**src/rtl/uart_rx_frame_parser_if.sv**
```systemverilog
// Byte-stream bus of the UART frame parser: receiver bytes in, payload
// stream and status pulses out. The statistics counters exist only when
// UART_FRAME_STATS_EN is defined.
interface uart_rx_frame_parser_if;
  logic [7:0]  I_rx_data;
  logic        I_rx_data_valid;
  logic        I_cmd_ready;
  logic [7:0]  o_cmd_data;
  logic        o_cmd_valid;
  logic        o_cmd_last;
  logic        o_frame_ok;
  logic        o_frame_err;
  logic        o_overrun;
  logic        o_busy;
`ifdef UART_FRAME_STATS_EN
  logic [15:0] o_ok_count;
  logic [15:0] o_err_count;
`endif

  // Producer of bytes and consumer of the payload stream.
  modport master (
    output I_rx_data, I_rx_data_valid, I_cmd_ready,
`ifdef UART_FRAME_STATS_EN
    input  o_ok_count, o_err_count,
`endif
    input  o_cmd_data, o_cmd_valid, o_cmd_last,
    input  o_frame_ok, o_frame_err, o_overrun, o_busy
  );

  // The frame parser itself.
  modport slave (
    input  I_rx_data, I_rx_data_valid, I_cmd_ready,
`ifdef UART_FRAME_STATS_EN
    output o_ok_count, o_err_count,
`endif
    output o_cmd_data, o_cmd_valid, o_cmd_last,
    output o_frame_ok, o_frame_err, o_overrun, o_busy
  );
endinterface

```
**src/rtl/uart_rx_frame_parser.sv**
```systemverilog
// UART command frame parser: SOF, LEN, LEN payload bytes, XOR checksum.
// Valid frames are buffered and then streamed out over valid/ready.
// Optional macro UART_FRAME_STATS_EN adds saturating ok/error counters.
//
//  state     | meaning
//  ----------+------------------------------------------------------
//  S_HUNT    | idle, waiting for the SOF byte; other bytes ignored
//  S_LEN     | next byte is the payload length
//  S_PAYLOAD | storing payload bytes and folding them into the XOR
//  S_CHECK   | next byte is compared with the running XOR
//  S_DRAIN   | streaming the buffered payload; new bytes are dropped
module uart_rx_frame_parser #(
  parameter logic [7:0] SOF_BYTE       = 8'hA5,
  parameter int         MAX_PAYLOAD    = 16,
  parameter int         TIMEOUT_CYCLES = 100000
) (
  input  logic                   I_sys_clk,
  input  logic                   I_rst,
  uart_rx_frame_parser_if.slave  bus
);

  localparam int PW = $clog2(MAX_PAYLOAD + 1);
  localparam int AW = (MAX_PAYLOAD > 1) ? $clog2(MAX_PAYLOAD) : 1;
  localparam int TW = (TIMEOUT_CYCLES > 2) ? $clog2(TIMEOUT_CYCLES) : 1;
  localparam logic [TW-1:0] TMO_LAST = TW'(TIMEOUT_CYCLES - 1);
  localparam logic [7:0]    MAX_LEN  = 8'(MAX_PAYLOAD);

  typedef enum logic [2:0] {
    S_HUNT,
    S_LEN,
    S_PAYLOAD,
    S_CHECK,
    S_DRAIN
  } state_t;

  state_t        state;
  logic [PW-1:0] len_m1;
  logic [PW-1:0] wr_ptr;
  logic [PW-1:0] rd_ptr;
  logic [PW-1:0] rd_nxt;
  logic [7:0]    chk;
  logic [TW-1:0] tmo_cnt;
  logic [7:0]    pay_mem [0:MAX_PAYLOAD-1];

  logic [7:0]    cmd_data;
  logic          cmd_valid;
  logic          cmd_last;
  logic          frame_ok;
  logic          frame_err;
  logic          overrun;
  logic          busy;

  logic          rx_valid;
  logic [7:0]    rx_data;

  assign rx_valid = bus.I_rx_data_valid;
  assign rx_data  = bus.I_rx_data;
  assign rd_nxt   = rd_ptr + PW'(1);

  // Payload storage needs no reset; only bytes written by the current frame are read.
  always_ff @(posedge I_sys_clk) begin
    if (state == S_PAYLOAD && rx_valid)
      pay_mem[wr_ptr[AW-1:0]] <= rx_data;
  end

  // Frame parsing, timeout supervision and payload streaming.
  always_ff @(posedge I_sys_clk or posedge I_rst) begin
    if (I_rst) begin
      state     <= S_HUNT;
      len_m1    <= '0;
      wr_ptr    <= '0;
      rd_ptr    <= '0;
      chk       <= '0;
      tmo_cnt   <= '0;
      cmd_data  <= '0;
      cmd_valid <= 1'b0;
      cmd_last  <= 1'b0;
      frame_ok  <= 1'b0;
      frame_err <= 1'b0;
      overrun   <= 1'b0;
      busy      <= 1'b0;
    end else begin
      frame_ok  <= 1'b0;
      frame_err <= 1'b0;
      overrun   <= 1'b0;
      case (state)
        S_HUNT: begin
          tmo_cnt <= '0;
          if (rx_valid && rx_data == SOF_BYTE) begin
            state <= S_LEN;
            busy  <= 1'b1;
          end
        end

        S_LEN, S_PAYLOAD, S_CHECK: begin
          if (!rx_valid) begin
            // An arriving byte always beats expiry, so only idle cycles count.
            if (tmo_cnt == TMO_LAST) begin
              frame_err <= 1'b1;
              state     <= S_HUNT;
              busy      <= 1'b0;
              tmo_cnt   <= '0;
            end else begin
              tmo_cnt <= tmo_cnt + TW'(1);
            end
          end else begin
            tmo_cnt <= '0;
            case (state)
              S_LEN: begin
                if (rx_data == 8'd0 || rx_data > MAX_LEN) begin
                  frame_err <= 1'b1;
                  state     <= S_HUNT;
                  busy      <= 1'b0;
                end else begin
                  len_m1 <= PW'(rx_data - 8'd1);
                  chk    <= rx_data;
                  wr_ptr <= '0;
                  state  <= S_PAYLOAD;
                end
              end
              S_PAYLOAD: begin
                chk    <= chk ^ rx_data;
                wr_ptr <= wr_ptr + PW'(1);
                if (wr_ptr == len_m1)
                  state <= S_CHECK;
              end
              default: begin
                if (rx_data == chk) begin
                  // First payload byte is presented together with the ok pulse.
                  frame_ok  <= 1'b1;
                  rd_ptr    <= '0;
                  cmd_valid <= 1'b1;
                  cmd_data  <= pay_mem[{AW{1'b0}}];
                  cmd_last  <= (len_m1 == '0);
                  state     <= S_DRAIN;
                end else begin
                  frame_err <= 1'b1;
                  state     <= S_HUNT;
                  busy      <= 1'b0;
                end
              end
            endcase
          end
        end

        S_DRAIN: begin
          tmo_cnt <= '0;
          if (rx_valid)
            overrun <= 1'b1;
          if (cmd_valid && bus.I_cmd_ready) begin
            if (cmd_last) begin
              cmd_valid <= 1'b0;
              cmd_last  <= 1'b0;
              state     <= S_HUNT;
              busy      <= 1'b0;
            end else begin
              rd_ptr   <= rd_nxt;
              cmd_data <= pay_mem[rd_nxt[AW-1:0]];
              cmd_last <= (rd_nxt == len_m1);
            end
          end
        end

        default: begin
          state     <= S_HUNT;
          cmd_valid <= 1'b0;
          cmd_last  <= 1'b0;
          busy      <= 1'b0;
        end
      endcase
    end
  end

  assign bus.o_cmd_data  = cmd_data;
  assign bus.o_cmd_valid = cmd_valid;
  assign bus.o_cmd_last  = cmd_last;
  assign bus.o_frame_ok  = frame_ok;
  assign bus.o_frame_err = frame_err;
  assign bus.o_overrun   = overrun;
  assign bus.o_busy      = busy;

`ifdef UART_FRAME_STATS_EN
  logic [15:0] ok_count;
  logic [15:0] err_count;

  // Saturating tallies of the status pulses, updated the cycle after each pulse.
  always_ff @(posedge I_sys_clk or posedge I_rst) begin
    if (I_rst) begin
      ok_count  <= '0;
      err_count <= '0;
    end else begin
      if (frame_ok && ok_count != 16'hFFFF)
        ok_count <= ok_count + 16'd1;
      if ((frame_err || overrun) && err_count != 16'hFFFF)
        err_count <= err_count + 16'd1;
    end
  end

  assign bus.o_ok_count  = ok_count;
  assign bus.o_err_count = err_count;
`endif

endmodule

```
**src/flat_wrapper.sv**
```systemverilog
// flat-port wrapper written by rule: the top's interface ports become plain ports
module uart_rx_frame_parser_flat 
#(
  parameter logic [7:0] SOF_BYTE       = 8'hA5,
  parameter int         MAX_PAYLOAD    = 16,
  parameter int         TIMEOUT_CYCLES = 100000
)
  (I_sys_clk, I_rst, bus_I_rx_data, bus_I_rx_data_valid, bus_I_cmd_ready, bus_o_cmd_data, bus_o_cmd_valid, bus_o_cmd_last, bus_o_frame_ok, bus_o_frame_err, bus_o_overrun, bus_o_busy);
  uart_rx_frame_parser_if bus_i ();
  input  logic I_sys_clk;
  input  logic I_rst;
  input wire logic [$bits(bus_i.I_rx_data)-1:0] bus_I_rx_data;
  input wire logic [$bits(bus_i.I_rx_data_valid)-1:0] bus_I_rx_data_valid;
  input wire logic [$bits(bus_i.I_cmd_ready)-1:0] bus_I_cmd_ready;
  output wire logic [$bits(bus_i.o_cmd_data)-1:0] bus_o_cmd_data;
  output wire logic [$bits(bus_i.o_cmd_valid)-1:0] bus_o_cmd_valid;
  output wire logic [$bits(bus_i.o_cmd_last)-1:0] bus_o_cmd_last;
  output wire logic [$bits(bus_i.o_frame_ok)-1:0] bus_o_frame_ok;
  output wire logic [$bits(bus_i.o_frame_err)-1:0] bus_o_frame_err;
  output wire logic [$bits(bus_i.o_overrun)-1:0] bus_o_overrun;
  output wire logic [$bits(bus_i.o_busy)-1:0] bus_o_busy;
  assign bus_i.I_rx_data = bus_I_rx_data;
  assign bus_i.I_rx_data_valid = bus_I_rx_data_valid;
  assign bus_i.I_cmd_ready = bus_I_cmd_ready;
  assign bus_o_cmd_data = bus_i.o_cmd_data;
  assign bus_o_cmd_valid = bus_i.o_cmd_valid;
  assign bus_o_cmd_last = bus_i.o_cmd_last;
  assign bus_o_frame_ok = bus_i.o_frame_ok;
  assign bus_o_frame_err = bus_i.o_frame_err;
  assign bus_o_overrun = bus_i.o_overrun;
  assign bus_o_busy = bus_i.o_busy;
  uart_rx_frame_parser #(.SOF_BYTE(SOF_BYTE), .MAX_PAYLOAD(MAX_PAYLOAD), .TIMEOUT_CYCLES(TIMEOUT_CYCLES)) u_core (.I_sys_clk(I_sys_clk), .I_rst(I_rst), .bus(bus_i));
endmodule
```
**config.mk**
```make
export PLATFORM = sky130hd
export DESIGN_NAME = uart_rx_frame_parser_flat
export DESIGN_NICKNAME = d
export VERILOG_FILES = /design/src/rtl/uart_rx_frame_parser_if.sv /design/src/rtl/uart_rx_frame_parser.sv /design/src/flat_wrapper.sv
export SDC_FILE = /design/constraint.sdc
export NUM_CORES = 1
export LEC_CHECK = 0
export CAP_MARGIN = 15
export CORE_MARGIN = 2
export CORE_UTILIZATION = 40
export CTS_BUF_LIST = sky130_fd_sc_hd__clkbuf_16
export DETAILED_ROUTE_END_ITERATION = 16
export HOLD_SLACK_MARGIN = 0.1
export PLACE_DENSITY_LB_ADDON = 0.1
export SYNTH_ARGS = -nofsm -noshare
export SYNTH_HDL_FRONTEND = slang
export SYNTH_SLANG_ARGS = --single-unit
```
**constraint.sdc**
```tcl
create_clock -name I_sys_clk -period 2.6 [get_ports I_sys_clk]
set_clock_uncertainty 0.2 [all_clocks]
set_input_delay 0.65 -clock I_sys_clk [delete_from_list [all_inputs] [get_ports I_sys_clk]]
set_output_delay 0.65 -clock I_sys_clk [all_outputs]
set_load 0.005 [all_outputs]
```
Word level (Yosys, flattened, before mapping)
Memories as Yosys holds them, arrays and structs flattened.
Cells that the tools add are included.
Widths: inputs -> output; s select.

word-level totals
  memories kept = 1
  RAM bits = 128
  flip-flop bits (word level) = 57
  word-level logic and storage cells = 126
  output and inout port bits = 14
  bits in latches = 0
  input bits = 12
  memory bits (read-only) = 0

cells by class
  equal/unequal tests = 22
  bitwise operators = 3
  multiply operators = 0
  div/mod/pow operators = 0
  multiplexer cells = 62
  magnitude comparators = 1
  $add $sub $neg = 4
  shifts and indexed selects = 0
  reductions and logical operators = 20

memory list
  name            depth  width  read ports  clocked after Yosys merged registers in  write ports  RTL line                    text
  u_core.pay_mem  16     8      2           0                                        1            uart_rx_frame_parser.sv:43  logic [7:0] pay_mem [0:MAX_PAYLOAD-1];

operators by type and width
  operator               count
  $mux 8                 6
  $mux 17                2
  $pmux 17 s2            1
  $pmux 8 s2             2
  $mux 5                 6
  $mux 1                 28
  $mux 3                 7
  $pmux 5 s2             2
  $add 17x1->17 const B  1
  $eq 17x17->1 const B   1
  $reduce_and 6->1       2
  $add 5x1->5 const B    2
  $eq 5x5->1             2
  $reduce_and 5->1       2
  $pmux 1 s3             3
  $pmux 3 s3             1
  $eq 8x8->1             1
  $eq 8x8->1 const B     1
  $gt 8x5->1 const B     1
  $logic_not 8->1        1
  $ne 2x1->1 const B     4
  $ne 2x2->1 const B     4
  $ne 4x4->1 const B     2
  $reduce_and 4->1       2
  other kinds (20)       28

Longest topological paths before layout
  depth after elaboration = 6
  gate-level depth with buffers = 8
  gate-level depth less buffers = 7

Worst setup path after synthesis
No wires, ideal clock.

  path type = in2reg
  start = in bus_I_rx_data_valid
  end = mem u_core.pay_mem[4][0] (enable)
  data required time = 2.017 ns
  stages = 5
  path slack = -0.004 ns
  data arrival time = 2.021 ns
  setup time = 0.383 ns
  buffers on the path = 1
  path through = nor2b_1 and3b_1 clkbuf_1 nand2_1 nor3_1

on the way
  cells in the longest elaborated chain, start to end = 3

RTL lines
  element                       RTL line                    text
  start: declaration            flat_wrapper.sv:13          input wire logic [$bits(bus_i.I_rx_data_valid)-1:0] bus_I_rx_data_valid;
  $logic_and 1x1->1             uart_rx_frame_parser.sv:62  if (state == S_PAYLOAD && rx_valid)
  $mux 1                        uart_rx_frame_parser.sv:62
  $mux 1 (not written as such)  uart_rx_frame_parser.sv:63  pay_mem[wr_ptr[AW-1:0]] <= rx_data;
  end: declaration              uart_rx_frame_parser.sv:43

No other way between the ends.

Final worst setup path
  start = in bus_I_rx_data[1]
  end = reg u_core.chk[5]

on the way
  cells in the longest elaborated chain, start to end = 4
  elaborated cells between the ends (all ways) = 5
  classes of those cells = order compare (1); eq/ne (1); reduce/logical (3)

RTL lines
  element                                        RTL line                     text
  start: declaration                             flat_wrapper.sv:12           input wire logic [$bits(bus_i.I_rx_data)-1:0] bus_I_rx_data;
  $gt 8x5->1 or $logic_not 8->1 (tied branches)  uart_rx_frame_parser.sv:110  if (rx_data == 8'd0 || rx_data > MAX_LEN) begin
  $logic_or 1x1->1 (*)                           uart_rx_frame_parser.sv:110
  $ne 2x2->1 (no line) (*)                       -
  $reduce_and 4->1 (no line) (*)                 -
  end signal: assignment                         uart_rx_frame_parser.sv:116  chk <= rx_data;
  end signal: assignment                         uart_rx_frame_parser.sv:122  chk <= chk ^ rx_data;
  end: declaration                               uart_rx_frame_parser.sv:41   logic [7:0] chk;

Mark *: on every way between the ends. The rest lies on a longest branch, timed or not.
A chain may end at the register's enable or synchronous reset.

==> results.md <==
* Run status: finished clean
* Setup WS pre-CTS at -0.414 ns
* Remaining design rule violation count at 0
* Switching power at 1.36 mW
* Root Driver: clkbuf_16
* Top Layer Used: met4
* Worst vdd ir at 471 µV
* Internal Power at 4.51 mW
* Final hold viol count at 0
* Placed insts at around 940
* RSZ-0062 raised after global routing: true
* Fin area at 10300 µm²
* Slew @ Worst Pin at between 0.7 and 0.8 ns
* Worst slew margin at between 40% and 50%
* Layout overhead on the synthesized area at 20.9%
* Commonest non-fill, non-tap cells in the layout: edfxtp_1, buf_4, dfrtp_1
* Required @ worst endpoint at about 2.7 ns
* Number of buffers created by CTS at 17
* Syn Area/Cell at 14.4 µm²
* Setup ws final at 0.0152 ns
* Crit path max fanout at 4
* Met3 WL post-DR at 686 µm
* Sink Count at ~190
* Ys flop type: edfxtp_1
* Final wirelength at 20100 µm
* Power Dens Cells at 573 nW/µm²
* Final period util at 99.4%
* Largest net degree at the start of global routing at 58
* Cells after Synth at 591
* Yosys Warn Count at 0
* Final nets at 700
* H-Tree Depth at 4
* Input/output buffers at 25
* Worst-Skew Late Latency at 0.43 ns
* Sw Ratio at ~23%
* Crit path capture type: flip-flop
* Initial Util at 40.6%
* Most common cell after layout, fill and taps aside: edfxtp_1
* CTS tree: done
* Clock Pin Slew Worst Setup and Hold Paths at 0.07 ns
* Row Count at 53
* Hpwl dp at 13600 µm
* CP startpoint kind: primary input
* Die ar. at 22400 µm²
* Via count at 5265
* Mapped cell area at 8480 µm²
* Reg power frac at approximately 54%
* Clk network pwr share at 43.6%
* Die H at 150 µm
* Global-route wire length before repair at a little over 30000 µm
* Initial antenna violation count at 0
* Final Critical Period at 2.58 ns
* Slew Viols, Final at 0
* Hold_buf cts at 0
* CP max stage cell: clkdlybuf4s50_1
* Post-synthesis register bit count at 185
* EDFF count, synth at about 130
* I/O Pins at 26
* Die Wd at 150 µm
* Number of global-route vias before repair at 5312
* Total iterations of the first detailed-routing run at 6
* Static leakage at 3.73 nW
* Final Setup Violations at 0
* CP arrival at roughly 2.7 ns
* Gate power share at 2.7%
* Util after Layout at 49.1%
* Core area at 20900 µm²
* Ys async rst share at around 31%
* Max incr delay on CP at between 0.5 and 0.6 ns
* N_diodes at 0
* Max Cap Viol at 0
* Crit Path Class: in -> reg
* Yosys cell types at 69
* Met2 WL at 9810 µm
* Hold crit path type: reg -> reg
* Cell Area, Placed at about 9600 µm²
* Sequential share of the synthesized area at ~62%
* Final non-filler cell total at between 900 and 1000
* Syn_nets at between 600 and 700
* Number of vias per cell at 5.44
* Initial DRC count at around 350
* Gpl congestion at between 0.8 and 0.9
* Share of layout cells above drive strength 1 at 23.7%
* CP cell instances: clkdlybuf4s50_1 -> inv_1 -> ha_1 -> nor3b_1 -> xor2_1 -> or2_4 -> buf_4 -> nor4_1 -> nor3_1
* Antenna viol nets, final at 0
* WL per Instance at 20.7 µm
* GRT overflow at 0
* FMAX at roughly 390 MHz
* CTS Buffer Depth at 2
* Met1 wire length at 9180 µm
* GRT Util Overall at 18.8%
-- cell families after synthesis --
group           Yosys count  synth area share, %
compound gates           93                 6.93
xor+xnor                 30                 3.63
fa+ha+maj                 8                 1.18
buf+inv                  51                 2.92
flops                   185                 62.1
mux                      59                 12.2
simple gates            165                 11.0
-- cell type report --
| type | count | area [µm²] |
|---|---|---|
| clock buffers | 17 | 425 |
| fillers | 1799 | 10600 |
| inverters | 18 | 67.6 |
| well taps | 275 | 344 |
| multi-input cells | 355 | 2990 |
| flip-flops and latches | 185 | 5270 |
| repair buffers | 103 | 998 |
| clock inverters | 15 | 168 |
-- power groups by stage --
stage	registers (mW)	logic, mW	clock network (mW)
3_3_place_gp	3.22	0.153	0
4_1_cts	3.16	0.159	2.62
2_1_floorplan	3.22	0.0467	0
5_1_grt	3.16	0.171	2.74
3_5_place_dp	3.22	0.158	0
6_report	3.16	0.156	2.56
-- final timing paths --
kind | to | cells after the start | slack (ns) | start
setup / recovery | u_core.chk[5] | 9 | 0.02 | bus_I_rx_data[1]
hold / removal | u_core.bus.o_cmd_data[3] | 1 | 0.31 | u_core.bus.o_cmd_data[3]
setup reg to reg | u_core.bus.o_cmd_data[7] | 7 | 0.09 | u_core.rd_ptr[0]
hold reg to reg | u_core.bus.o_cmd_data[3] | 1 | 0.31 | u_core.bus.o_cmd_data[3]
max in group asynchronous | u_core.tmo_cnt[8] | 3 | 1.53 | I_rst
min in group asynchronous | u_core.bus.o_frame_ok | 3 | 0.39 | I_rst
-- flip-flops by register name, summed over array words and instances, names as in the netlist, 3 cells and up --
| name | cells |
|---|---|
| u_core.len_m1 | 5 |
| u_core.bus.o_cmd_data | 8 |
| u_core.pay_mem | 128 |
| u_core.rd_ptr | 5 |
| u_core.chk | 8 |
| u_core.state | 3 |
| u_core.wr_ptr | 5 |
| u_core.tmo_cnt | 17 |
-- cells in the mapped netlist, types with 3 or more instances --
| cell type | number | area (µm²) |
|---|---|---|
| edfxtp_1 | 128 | 3840 |
| clkbuf_1 | 21 | 78.8 |
| o21ai_1 | 17 | 85.1 |
| buf_6 | 4 | 45.0 |
| o21ai_0 | 17 | 85.1 |
| a31oi_1 | 7 | 43.8 |
| nand3_1 | 22 | 110 |
| a22o_1 | 4 | 35.0 |
| mux2_4 | 6 | 90.1 |
| mux2i_1 | 18 | 180 |
| nand2_1 | 28 | 105 |
| nor3b_1 | 3 | 22.5 |
| o31ai_1 | 3 | 22.5 |
| and2_1 | 4 | 25.0 |
| nand4_1 | 5 | 31.3 |
| buf_2 | 5 | 25.0 |
| nor2_1 | 15 | 56.3 |
| nor4_1 | 15 | 93.8 |
| mux4_2 | 29 | 653 |
| a21oi_1 | 17 | 85.1 |
| a21boi_0 | 3 | 22.5 |
| ha_1 | 8 | 100 |
| mux4_1 | 3 | 78.8 |
| nor3_1 | 33 | 165 |
| xor2_1 | 15 | 131 |
| xnor2_1 | 12 | 105 |
| and3_1 | 10 | 62.6 |
| or3_1 | 6 | 37.5 |
| a211o_1 | 10 | 87.6 |
| a21o_1 | 3 | 22.5 |
| inv_1 | 18 | 67.6 |
| dfrtp_1 | 57 | 1430 |
-- stage by stage --
step,hold WS (ns),total power [mW],setup TNS (ns)
finish,0.314,5.88,0
global route,0.337,6.07,-0.0184
CTS,0.315,5.94,0
detailed placement,0.298,3.38,-30.38
global placement,0.292,3.38,-27.81
floorplan,0.290,3.27,-0.137
-- per-layer routing --
metal | track usage, % | up-vias
met1 | 26.0 | 2672
met5 | 0 | -
li1 | - | 2470
met2 | 30.7 | 103
met4 | 6.05 | 0
met3 | 2.80 | 20
-- worst max-delay path: cells and delay by family --
kind                       cells  cell delay [ns]
xor gates and xnor gates       1             0.15
buffers and inverters          3             0.83
and+or+nand+nor                4             0.89
adders and majority gates      1             0.17
-- timing repair --
| item | in CTS | in global routing |
|---|---|---|
| gates resized for setup | 0 | 6 |
| gates cloned | 0 | 1 |
| pin swaps | 1 | 2 |
| setup endpoints to repair | 1 | 11 |
| setup buffers | 0 | 0 |
Note: power is estimated with default switching activity, not from simulation.
